<file path="config.mk">
export PLATFORM = sky130hd
export DESIGN_NAME = curve_uop_engine
export DESIGN_NICKNAME = d
export VERILOG_FILES = /design/src/rtl/curve_uop_engine_pkg.sv /design/src/rtl/curve_uop_engine_cond.sv /design/src/rtl/curve_uop_engine.sv
export SDC_FILE = /design/constraint.sdc
export NUM_CORES = 1
export LEC_CHECK = 0
export CORE_ASPECT_RATIO = 1.4
export CORE_MARGIN = 10
export CORE_UTILIZATION = 49
export DETAILED_ROUTE_END_ITERATION = 12
export MAX_ROUTING_LAYER = met4
export PLACE_DENSITY = 0.95
export SLEW_MARGIN = 15
export SYNTH_ARGS = -nofsm -noshare
export SYNTH_HDL_FRONTEND = slang
export SYNTH_SLANG_ARGS = --single-unit
</file>
<file path="constraint.sdc">
create_clock -name clk -period 3.95 [get_ports clk]
set_input_delay 0.79 -clock clk [delete_from_list [all_inputs] [get_ports clk]]
set_output_delay 0.79 -clock clk [all_outputs]
set_load 0.01 [all_outputs]
</file>
<file path="src/rtl/curve_uop_engine_pkg.sv">
// Shared microcode definitions for the curve point-operation uop engine:
// field layout, one-hot opcodes, operand/destination selects and exec codes.
package curve_uop_engine_pkg;

    localparam int OP_MSB   = 19;
    localparam int OP_LSB   = 14;
    localparam int SA_MSB   = 13;
    localparam int SA_LSB   = 10;
    localparam int SB_MSB   = 9;
    localparam int SB_LSB   = 6;
    localparam int DST_MSB  = 5;
    localparam int DST_LSB  = 3;
    localparam int EXEC_MSB = 2;
    localparam int EXEC_LSB = 0;

    localparam int OP_W   = 6;
    localparam int SRC_W  = 4;
    localparam int DST_W  = 3;
    localparam int EXEC_W = 3;

    localparam logic [OP_W-1:0] OPCODE_CMP = 6'b000001;
    localparam logic [OP_W-1:0] OPCODE_MOV = 6'b000010;
    localparam logic [OP_W-1:0] OPCODE_ADD = 6'b000100;
    localparam logic [OP_W-1:0] OPCODE_SUB = 6'b001000;
    localparam logic [OP_W-1:0] OPCODE_MUL = 6'b010000;
    localparam logic [OP_W-1:0] OPCODE_RDY = 6'b100000;

    localparam logic [SRC_W-1:0] UOP_SRC_ZERO = 4'd0;
    localparam logic [SRC_W-1:0] UOP_SRC_ONE  = 4'd1;
    localparam logic [SRC_W-1:0] UOP_SRC_G_X  = 4'd2;
    localparam logic [SRC_W-1:0] UOP_SRC_G_Y  = 4'd3;
    localparam logic [SRC_W-1:0] UOP_SRC_H_X  = 4'd4;
    localparam logic [SRC_W-1:0] UOP_SRC_H_Y  = 4'd5;
    localparam logic [SRC_W-1:0] UOP_SRC_PZ   = 4'd6;
    localparam logic [SRC_W-1:0] UOP_SRC_T1   = 4'd7;
    localparam logic [SRC_W-1:0] UOP_SRC_T2   = 4'd8;

    localparam logic [DST_W-1:0] UOP_DST_RX = 3'd0;
    localparam logic [DST_W-1:0] UOP_DST_RY = 3'd1;
    localparam logic [DST_W-1:0] UOP_DST_RZ = 3'd2;
    localparam logic [DST_W-1:0] UOP_DST_T1 = 3'd3;
    localparam logic [DST_W-1:0] UOP_DST_T2 = 3'd4;
    localparam logic [DST_W-1:0] UOP_DST_T3 = 3'd5;

    localparam logic [EXEC_W-1:0] UOP_EXEC_ALWAYS     = 3'd0;
    localparam logic [EXEC_W-1:0] UOP_EXEC_PZT1T2_0XX = 3'd1;
    localparam logic [EXEC_W-1:0] UOP_EXEC_PZT1T2_100 = 3'd2;
    localparam logic [EXEC_W-1:0] UOP_EXEC_PZT1T2_101 = 3'd3;

    typedef enum logic [1:0] {
        ST_IDLE,
        ST_FETCH,
        ST_DECODE,
        ST_EXEC
    } state_t;

    function automatic logic is_onehot(input logic [OP_W-1:0] v);
        return (v != '0) && ((v & (v - 6'd1)) == '0);
    endfunction

endpackage

</file>
<file path="src/rtl/curve_uop_engine_cond.sv">
// Exec-condition evaluator: decides whether a uop runs given the stored
// compare flags {pz_zero, t1_zero, t2_zero}.
module curve_uop_cond
    import curve_uop_engine_pkg::*;
(
    input  logic [EXEC_W-1:0] exec,
    input  logic [2:0]        flags,
    output logic              exec_ok
);

    // Exec names encode non-zero-ness of PZ,T1,T2 while flags record
    // zero results, so the fixed patterns appear bit-inverted here.
    always_comb begin
        exec_ok = 1'b0;
        case (exec)
            UOP_EXEC_ALWAYS:     exec_ok = 1'b1;
            UOP_EXEC_PZT1T2_0XX: exec_ok = flags[2];
            UOP_EXEC_PZT1T2_100: exec_ok = (flags == 3'b011);
            UOP_EXEC_PZT1T2_101: exec_ok = (flags == 3'b010);
            default:             exec_ok = 1'b0;
        endcase
    end

endmodule

</file>
<file path="src/rtl/curve_uop_engine.sv">
// Microcode sequencer: fetches uops from the point-operation ROM, evaluates
// their exec condition and issues them to the modular-arithmetic datapath.
module curve_uop_engine
    import curve_uop_engine_pkg::*;
#(
    parameter int ADDR_W = 6,
    parameter int UOP_W  = 20
) (
    input  logic              clk,
    input  logic              rst,
    input  logic              ena,
    output logic              rdy,
    output logic              err,
    output logic [ADDR_W-1:0] uop_addr,
    input  logic [UOP_W-1:0]  uop_data,
    output logic              dp_ena,
    output logic [OP_W-1:0]   dp_opcode,
    output logic [SRC_W-1:0]  dp_src_a,
    output logic [SRC_W-1:0]  dp_src_b,
    output logic [DST_W-1:0]  dp_dst,
    input  logic              dp_rdy,
    input  logic              dp_cmp_eq
);

    state_t             state;
    logic [2:0]         flags;
    logic [OP_W-1:0]    f_op;
    logic [SRC_W-1:0]   f_sa;
    logic [SRC_W-1:0]   f_sb;
    logic [DST_W-1:0]   f_dst;
    logic [EXEC_W-1:0]  f_exec;
    logic               exec_ok;
    logic               addr_last;

    assign f_op      = uop_data[OP_MSB:OP_LSB];
    assign f_sa      = uop_data[SA_MSB:SA_LSB];
    assign f_sb      = uop_data[SB_MSB:SB_LSB];
    assign f_dst     = uop_data[DST_MSB:DST_LSB];
    assign f_exec    = uop_data[EXEC_MSB:EXEC_LSB];
    assign addr_last = (uop_addr == '1);

    curve_uop_cond u_cond (
        .exec    (f_exec),
        .flags   (flags),
        .exec_ok (exec_ok)
    );

    always_ff @(posedge clk or posedge rst) begin
        if (rst) begin
            state     <= ST_IDLE;
            rdy       <= 1'b1;
            err       <= 1'b0;
            uop_addr  <= '0;
            dp_ena    <= 1'b0;
            dp_opcode <= '0;
            dp_src_a  <= '0;
            dp_src_b  <= '0;
            dp_dst    <= '0;
            flags     <= '0;
        end else begin
            dp_ena <= 1'b0;
            case (state)
                ST_IDLE: begin
                    if (ena) begin
                        uop_addr <= '0;
                        rdy      <= 1'b0;
                        err      <= 1'b0;
                        flags    <= '0;
                        state    <= ST_FETCH;
                    end
                end
                ST_FETCH: state <= ST_DECODE;
                ST_DECODE: begin
                    if (!is_onehot(f_op)) begin
                        err   <= 1'b1;
                        rdy   <= 1'b1;
                        state <= ST_IDLE;
                    end else if (f_op == OPCODE_RDY) begin
                        rdy   <= 1'b1;
                        state <= ST_IDLE;
                    end else if (!exec_ok) begin
                        // Skipped uop: advance without touching the datapath.
                        if (addr_last) begin
                            err   <= 1'b1;
                            rdy   <= 1'b1;
                            state <= ST_IDLE;
                        end else begin
                            uop_addr <= uop_addr + ADDR_W'(1);
                            state    <= ST_FETCH;
                        end
                    end else begin
                        dp_opcode <= f_op;
                        dp_src_a  <= f_sa;
                        dp_src_b  <= f_sb;
                        dp_dst    <= f_dst;
                        dp_ena    <= 1'b1;
                        state     <= ST_EXEC;
                    end
                end
                ST_EXEC: begin
                    if (dp_rdy) begin
                        if (dp_opcode == OPCODE_CMP) begin
                            flags <= {flags[1:0], dp_cmp_eq};
                        end
                        if (addr_last) begin
                            err   <= 1'b1;
                            rdy   <= 1'b1;
                            state <= ST_IDLE;
                        end else begin
                            uop_addr <= uop_addr + ADDR_W'(1);
                            state    <= ST_FETCH;
                        end
                    end
                end
                default: state <= ST_IDLE;
            endcase
        end
    end

endmodule

</file>
==> results.toml, run 1 <==
[global_route]
track_usage_pct = 15.3
grt_antenna_before_repair = 0
grt_pass1_vias = 1421
grt_overflow = 0
grt_start_max_net_pins = 32
grt_first_pass_wirelength_um = 6540

[layout]
drive_gt1_share_pct = 10.2
mostFrequentLayoutCell = "clkdlybuf4s50_1"
syn2layout_area_growth_pct = 40.4
antenna-diode-count = 0
final_util_pct = 70.8
fin_nets = 230
layout_common_cells = "clkdlybuf4s50_1, dfrtp_1, nand2_1"

[flow_run]
maxCapViolCount = 0

[power_and_ir_drop]
p_leak_nw = 0.960
power_density_mw_per_mm2 = 455
p_total_uw = 987
ir_drop_v = 0.000389

[worst_setup_path]
critPathRequiredTime_ns = 4.12
critPathSlowestCell = "nand4_2"
path_delay_family = "simple AND/OR/NAND/NOR gates"
timing.rr.start = "state[1]"
worstPathArrival_ns = 3.11
crit_path_start = "uop_data[16]"
start_kind = "primary input"
worstPathMaxFanout = 19
crit_path_cell_trace = "clkdlybuf4s50_1, xor2_1, o21ai_1, o41ai_1, nand4_2, mux2_1"
worstSetupEndpointType = "flop"
crit_type = "primary input to flop"
crit_buf_inv = 1
slowest_delay_ns = 0.58

[timing]
final.min_clock_period_ns = 2.94
max-slew-margin-rel_pct = 60.3
rsz0062_at_grt = "no"
period_share_pct = 74.5
finalSetupViolations = 0
clock_skew_ns = 0.00593
hold_viol = 0
worstMarginPinSlew_ns = 0.593
fmax_mhz = 340
drv_slew = 0
setup_tns_ns = 0

[route]
avgViaCountPerCell = 5.52
postRouteAntennaNets = 0
routed_wl_um = 3950
first_pass_iters = 4
drc = 0
drt_iter0_drc = 37
vias = 1348
wire_per_inst_um = 16.2

[clock_tree]
h-tree-depth = 2
clk_latency_ns = 0.29
ctsHoldBuffers = 0
cts_tree = "done"
cts_buffers = 5
cts_root_buf = "clkbuf_8"
cts_buffer_depth = 2
cts.clk_slew.worst_paths_ns = 0.06
ctsResizeCount = 0
postCtsSetupRepairBufs = 0
cts_sinks = 31

[floorplan]
num_rows = 24
core_sq_mm = 0.00306
die_h_um = 86.4
dieArea_sq_mm = 0.00583
die_w_um = 67.4
start_util_pct = 50.4
boundaryPins = 51

[synth]
syn_area_sq_mm = 0.00154
ys_seq_elements = 31
seq_area_frac_synth_pct = 50.3
synth.distinct_cells = 42
synthCells = 149
syn-mean-instance-area_sq_um = 10.4
syn_nets = 175
yosysWarnings = 0

[place]
routabilityCongestion = 0.924
numPortBuffers = 50
place_hpwl_um = 3060

[hold_path]
hold_path_class = "flop to flop"
min_from = "flags[2]"

[run_status]
status = "complete, no violations"
==> state kept, by name, indices dropped and copies added (netlist names), 2 cells and up <==
register   count
dp_src_a       4
uop_addr       6
dp_dst         3
state          2
dp_opcode      6
flags          3
dp_src_b       4
==> routing by layer <==
metal  vias up  global-route usage, %  wire [um]  part of all wire (%)
met5         -                      -          0                     0
met4         0                   7.12         88                   2.2
met3         8                   5.81        258                   6.5
met2        42                   25.7       2080                    53
met1       638                   15.1       1520                    39
li1        660                      -          -                     -
==> cells by family (layout without fill, tap and decap cells) <==
family,after synthesis,count (layout),synth area share (%)
flops,31,31,50.3
simple gates,59,59,19.7
xor+xnor,1,1,0.567
compound gates,30,30,13.8
buf+inv,10,66,2.51
fa+ha+maj,1,1,0.810
mux,17,17,12.3
==> synthesized netlist by cell type (all sizes together) <==
cell type	number	area, sq um
a21oi	3	18.8
nand4	1	12.5
nor4b	1	8.76
dfstp	1	26.3
mux2	16	180
and3	4	25.0
inv	7	26.3
or3	1	6.26
a32o	1	10.0
buf	1	5.00
o41ai	1	8.76
nor2b	4	25.0
nand2b	2	12.5
nand3	11	55.1
o21ai	11	55.1
o31ai	1	7.51
nor3	4	20.0
or2	1	6.26
a31oi	2	12.5
o21bai	1	7.51
o211ai	2	15.0
a31o	1	8.76
nor4	2	12.5
and3b	1	8.76
a21o	2	15.0
dfrtp	30	751
o41a	1	11.3
ha	1	12.5
and2	1	6.26
a221o	1	10.0
clkbuf	2	7.51
o31a	2	17.5
a2111oi	1	15.0
or4	1	7.51
nor3b	1	7.51
mux2i	1	10.0
nor2	8	30.0
xor2	1	8.76
nand2	16	60.1
==> report_power, final <==
group / internal [mW] / total, mW / switching (mW)
registers: 0.374 / 0.432 / 0.0585
clock network: 0.125 / 0.243 / 0.118
logic: 0.161 / 0.312 / 0.151
total: 0.660 / 0.987 / 0.327
==> tightest hold or removal path, cell delays in order, from the launching register on <==
cell and delay [ns]:
dfrtp_1 0.34, nand2_1 0.04, o21ai_0 0.06
==> worst paths after layout <==
kind | endpoint | slack, ns | depth (start not counted)
setup / recovery | dp_src_a[1] | 1.01 | 6
hold / removal | flags[2] | 0.49 | 2
setup reg to reg | dp_src_a[1] | 1.55 | 4
hold reg to reg | flags[2] | 0.49 | 2
max in group asynchronous | rdy | 2.77 | 3
min in group asynchronous | uop_addr[2] | 0.87 | 3
==> metrics by stage <==
step,instance area [sq um],hold slack [ns],setup slack (ns),instances
after floorplan,1540,0.450,1.57,149
after global placement,2090,0.468,0.722,236
after detailed placement,2090,0.481,0.702,236
after CTS,2170,0.495,0.993,244
after global routing,2170,0.529,0.829,244
final,2170,0.485,1.01,244
==> area by class of cell <==
cell class / count / area, sq um
inverter: 7 / 26.3
timing repair buffer: 51 / 508
clock buffer: 8 / 80.1
tap: 39 / 48.8
sequential: 31 / 777
fill: 246 / 895
multi-input combinational: 108 / 728
(Power assumes the default switching activity.)
==> run 2: changes to the inputs <==
Settings changed: CORE_UTILIZATION 49 to 45, PLACE_DENSITY 0.95 to 0.9.
Clock period 3.95 ns to 2.9 ns, I/O delays scaled along.
==> results.toml, run 2 (same netlist as run 1, synthesis figures left out) <==
[worst_setup_path]
path_delay_family = "compound AO/OA/AOI/OAI gates"
reg2reg_depth = 5
crit_path_cell_trace = "clkdlybuf4s50_1, xor2_1, o21ai_1, o41a_1, or3_1, a21oi_2, mux2_1"
crit_type = "primary input to flop"
path_depth = 7
start_kind = "primary input"
r2r_setup_slack_ns = 0.77
slowest_delay_ns = 0.55
timing.rr.start = "state[1]"
worstPathArrival_ns = 2.72
critPathRequiredTime_ns = 3.06
worstSetupEndpointType = "flop"
crit_buf_inv = 1
critPathSlowestCell = "clkdlybuf4s50_1"
crit_path_start = "uop_data[16]"
worstPathMaxFanout = 5
crit_end = "uop_addr[0]"
reg2reg_to = "uop_addr[0]"

[clock_tree]
ctsHoldBuffers = 0
postCtsSetupRepairBufs = 0
clk_latency_ns = 0.28
cts_sinks = 31
cts_buffer_depth = 2
cts_root_buf = "clkbuf_8"
cts_tree = "done"
cts.clk_slew.worst_paths_ns = 0.06
cts_buffers = 5
ctsResizeCount = 0
h-tree-depth = 2

[global_route]
grt_overflow = 0
grt_first_pass_wirelength_um = 6470
grt_pass1_vias = 1374
grt_start_max_net_pins = 21
track_usage_pct = 13.5
grt_antenna_before_repair = 0

[route]
drt_iter0_drc = 54
wire_per_inst_um = 16.0
postRouteAntennaNets = 0
vias = 1357
avgViaCountPerCell = 5.45
drc = 0
first_pass_iters = 4
routed_wl_um = 3990

[timing]
max-slew-margin-rel_pct = 57.6
period_share_pct = 88.1
hold_viol = 0
clock_skew_ns = 0.00537
fin_hold_ws_ns = 0.490
worstMarginPinSlew_ns = 0.633
layout_setup_ws_ns = 0.344
rsz0062_at_grt = "no"
final.min_clock_period_ns = 2.56
drv_slew = 0
setup_tns_ns = 0
fmax_mhz = 391
finalSetupViolations = 0

[place]
place_area_sq_mm = 0.00212
place_hpwl_um = 3170
numPortBuffers = 50
routabilityCongestion = 0.929
pre_cts_slack_ns = 0.0475

[flow_run]
maxCapViolCount = 0

[power_and_ir_drop]
swShare_pct = 31.6
ir_drop_v = 0.000438
pwr-share-seq_pct = 41.8
pwr-share-clk_pct = 26.5
switchingPower_uw = 445
pwr-share-comb_pct = 31.7
power_density_mw_per_mm2 = 634
p_leak_nw = 0.990
p_int_uw = 963

[layout]
multiInputGateArea_sq_um = 728
syn2layout_area_growth_pct = 43.8
fin_nets = 234
mostFrequentLayoutCell = "clkdlybuf4s50_1"
drive_gt1_share_pct = 12.9
antenna-diode-count = 0
fillers = 245
regArea_sq_um = 777
final_area_sq_mm = 0.00222
layout_common_cells = "clkdlybuf4s50_1, dfrtp_1, nand2_1"
reg.largest.list = "dp_opcode x6, uop_addr x6"

[floorplan]
num_rows = 25
dieArea_sq_mm = 0.00621
die_h_um = 89.3
boundaryPins = 51
die_w_um = 69.5
start_util_pct = 46.1
core_sq_mm = 0.00335

[hold_path]
hold_path_class = "flop to flop"

[run_status]
status = "complete, no violations"
==> run 2: cell count changes in the layout (fill, tap and decap cells not counted) <==
cell / before / now
clkbuf_8: 5 / 7
clkbuf_1: 3 / 1
buf_4: 1 / 5
==> run 2: power groups by stage <==
stage                     logic, mW  registers, mW  clock network [mW]
final                         0.446          0.588               0.373
after global placement        0.439          0.592                   0
after detailed placement      0.449          0.594                   0
after global routing          0.490          0.601               0.403
after floorplan               0.228          0.584                   0
after CTS                     0.453          0.587               0.382
==> run 2: area by class of cell <==
cell class	instances	area share (%)
Sequential cell	31	35.0
Tap cell	40	2.25
Clock buffer	8	4.51
Inverter	7	1.18
Multi-Input combinational cell	108	32.8
Timing Repair Buffer	55	24.2
==> run 2: worst min path at each step <==
stage	cells after the start	to	slack, ns	startpoint
floorplan	2	flags[2]	0.45	flags[2]
finish	1	dp_src_a[2]	0.49	dp_src_a[2]
detailed placement	1	dp_src_a[2]	0.48	dp_src_a[2]
CTS	1	dp_src_a[2]	0.49	dp_src_a[2]
global placement	2	flags[2]	0.46	flags[2]
global route	1	dp_src_a[0]	0.51	dp_src_a[0]
==> run 2: metal layers <==
layer  track usage [%]  vias to the layer above  part of all wire (%)
li1                  -                      658                     -
met1              13.8                      642                    39
met2              22.3                       47                    53
met3              5.11                       10                   5.9
met4              7.34                        0                   2.5
met5                 -                        -                     0
==> run 2: metrics by stage <==
stage	cells	total power, mW	util, %
after floorplan	149	0.812	-
after global placement	241	1.03	63.3
after detailed placement	241	1.04	63.3
after CTS	249	1.42	66.3
after global routing	249	1.49	66.3
final	249	1.41	66.3
==> run 3: changes to the inputs <==
Settings changed: CELL_PAD_IN_SITES_DETAIL_PLACEMENT from default to 1, CELL_PAD_IN_SITES_GLOBAL_PLACEMENT from default to 1, CORE_UTILIZATION 45 to 34, HOLD_SLACK_MARGIN from default to 0.12.
==> results.toml, run 3 (same netlist as run 1, synthesis figures left out) <==
[power_and_ir_drop]
p_leak_nw = 1.02
power_density_mw_per_mm2 = 660
ir_drop_v = 0.000424

[floorplan]
num_rows = 28
boundaryPins = 51
die_w_um = 77.0
die_h_um = 99.7
core_sq_mm = 0.00431
start_util_pct = 35.8
dieArea_sq_mm = 0.00768

[clock_tree]
cts_buffer_depth = 2
cts_tree = "done"
postCtsSetupRepairBufs = 0
h-tree-depth = 2
cts_root_buf = "clkbuf_8"
cts_buffers = 5
ctsHoldBuffers = 0
cts.clk_slew.worst_paths_ns = 0.06
clk_latency_ns = 0.29
ctsResizeCount = 0
cts_sinks = 31

[global_route]
track_usage_pct = 13.0
grt_antenna_before_repair = 0
grt_overflow = 0
grt_pass1_vias = 1595
grt_start_max_net_pins = 17
grt_first_pass_wirelength_um = 7900

[timing]
fin_hold_ws_ns = 0.486
hold_viol = 0
rsz0062_at_grt = "no"
drv_slew = 0
clock_skew_ns = 0.00858
fmax_mhz = 373
finalSetupViolations = 0
final.min_clock_period_ns = 2.68
worstMarginPinSlew_ns = 0.606
period_share_pct = 92.4
max-slew-margin-rel_pct = 59.4

[place]
routabilityCongestion = 0.777
placed_cells = 264
place_hpwl_um = 3840
numPortBuffers = 50

[route]
first_pass_iters = 4
vias = 1444
wire_per_inst_um = 17.7
postRouteAntennaNets = 0
routed_wl_um = 4820
drt_iter0_drc = 103
avgViaCountPerCell = 5.31
drc = 0

[worst_setup_path]
crit_path_cell_trace = "clkdlybuf4s50_1, nor4_1, o21ai_1, o41a_1, o31a_1, or4_1, nand3_1"
worstPathMaxFanout = 6
critPathSlowestCell = "or4_1"
slowest_delay_ns = 0.53
crit_type = "primary input to flop"
worstPathArrival_ns = 2.89
critPathRequiredTime_ns = 3.12
worstSetupEndpointType = "flop"
start_kind = "primary input"

[layout]
antenna-diode-count = 0
drive_gt1_share_pct = 14.6
syn2layout_area_growth_pct = 48.0
fin_nets = 237
finalNonFillerCells = 272
fillers = 476
reg.largest.list = "dp_opcode x6, uop_addr x6"
layout_common_cells = "clkdlybuf4s50_1, dfrtp_1, nand2_1"
final_util_pct = 53.0
mostFrequentLayoutCell = "clkdlybuf4s50_1"

[flow_run]
maxCapViolCount = 0

[run_status]
status = "complete, no violations"

[hold_path]
hold_path_class = "flop to flop"
## run 3: cell types whose count changed in the layout (fill, tap and decap cells not counted)
cell       delta
buf_4         +3
bufinv_16     +1
clkbuf_8      -1
clkbuf_1      -1
clkinv_2      +1
## run 3: cell type report
type / count / area, sq um / share of cell area [%]
clock buffers: 6 / 82.6 / 3.61
repair buffers: 58 / 561 / 24.5
flip-flops and latches: 31 / 777 / 34.0
inverters: 7 / 26.3 / 1.15
well taps: 60 / 75.1 / 3.29
multi-input cells: 108 / 728 / 31.9
clock inverters: 2 / 35.0 / 1.53
## run 3: worst paths after layout
check	start	end	slack, ns	cells past startpoint
max in group asynchronous	rst	dp_opcode[3]	1.65	3
max	uop_data[19]	uop_addr[4]	0.22	7
min	flags[2]	flags[2]	0.49	2
min in group asynchronous	rst	dp_src_a[0]	0.66	2
min reg2reg	flags[2]	flags[2]	0.49	2
max reg2reg	uop_addr[0]	uop_addr[5]	0.78	7
## run 3: critical path, delay by kind of cell
| family | cells | cell delay (ns) |
|---|---|---|
| simple gates | 3 | 1.07 |
| compound gates | 3 | 0.75 |
| buf+inv | 1 | 0.49 |
## run 3: power breakdown
part | switching [mW] | internal (mW) | total [mW]
clock | 0.172 | 0.278 | 0.450
combinational | 0.240 | 0.246 | 0.486
sequential | 0.0623 | 0.509 | 0.571
## run 3: per-layer routing
layer	GRT usage, %	wire length [um]	up-vias
li1	-	-	663
met5	-	0	-
met4	5.31	103	0
met2	23.2	2650	49
met3	4.23	257	14
met1	12.6	1810	718
## run 3: metrics by stage
stage                     setup WS [ns]  instance area (sq um)  setup TNS, ns  total power [mW]
after floorplan                   0.729                   1540              0             0.812
after global placement            0.103                   2170              0              1.05
after detailed placement        -0.0252                   2170        -0.0252              1.07
after CTS                         0.260                   2280              0              1.52
after global routing              0.156                   2280              0              1.59
final                             0.222                   2280              0              1.51
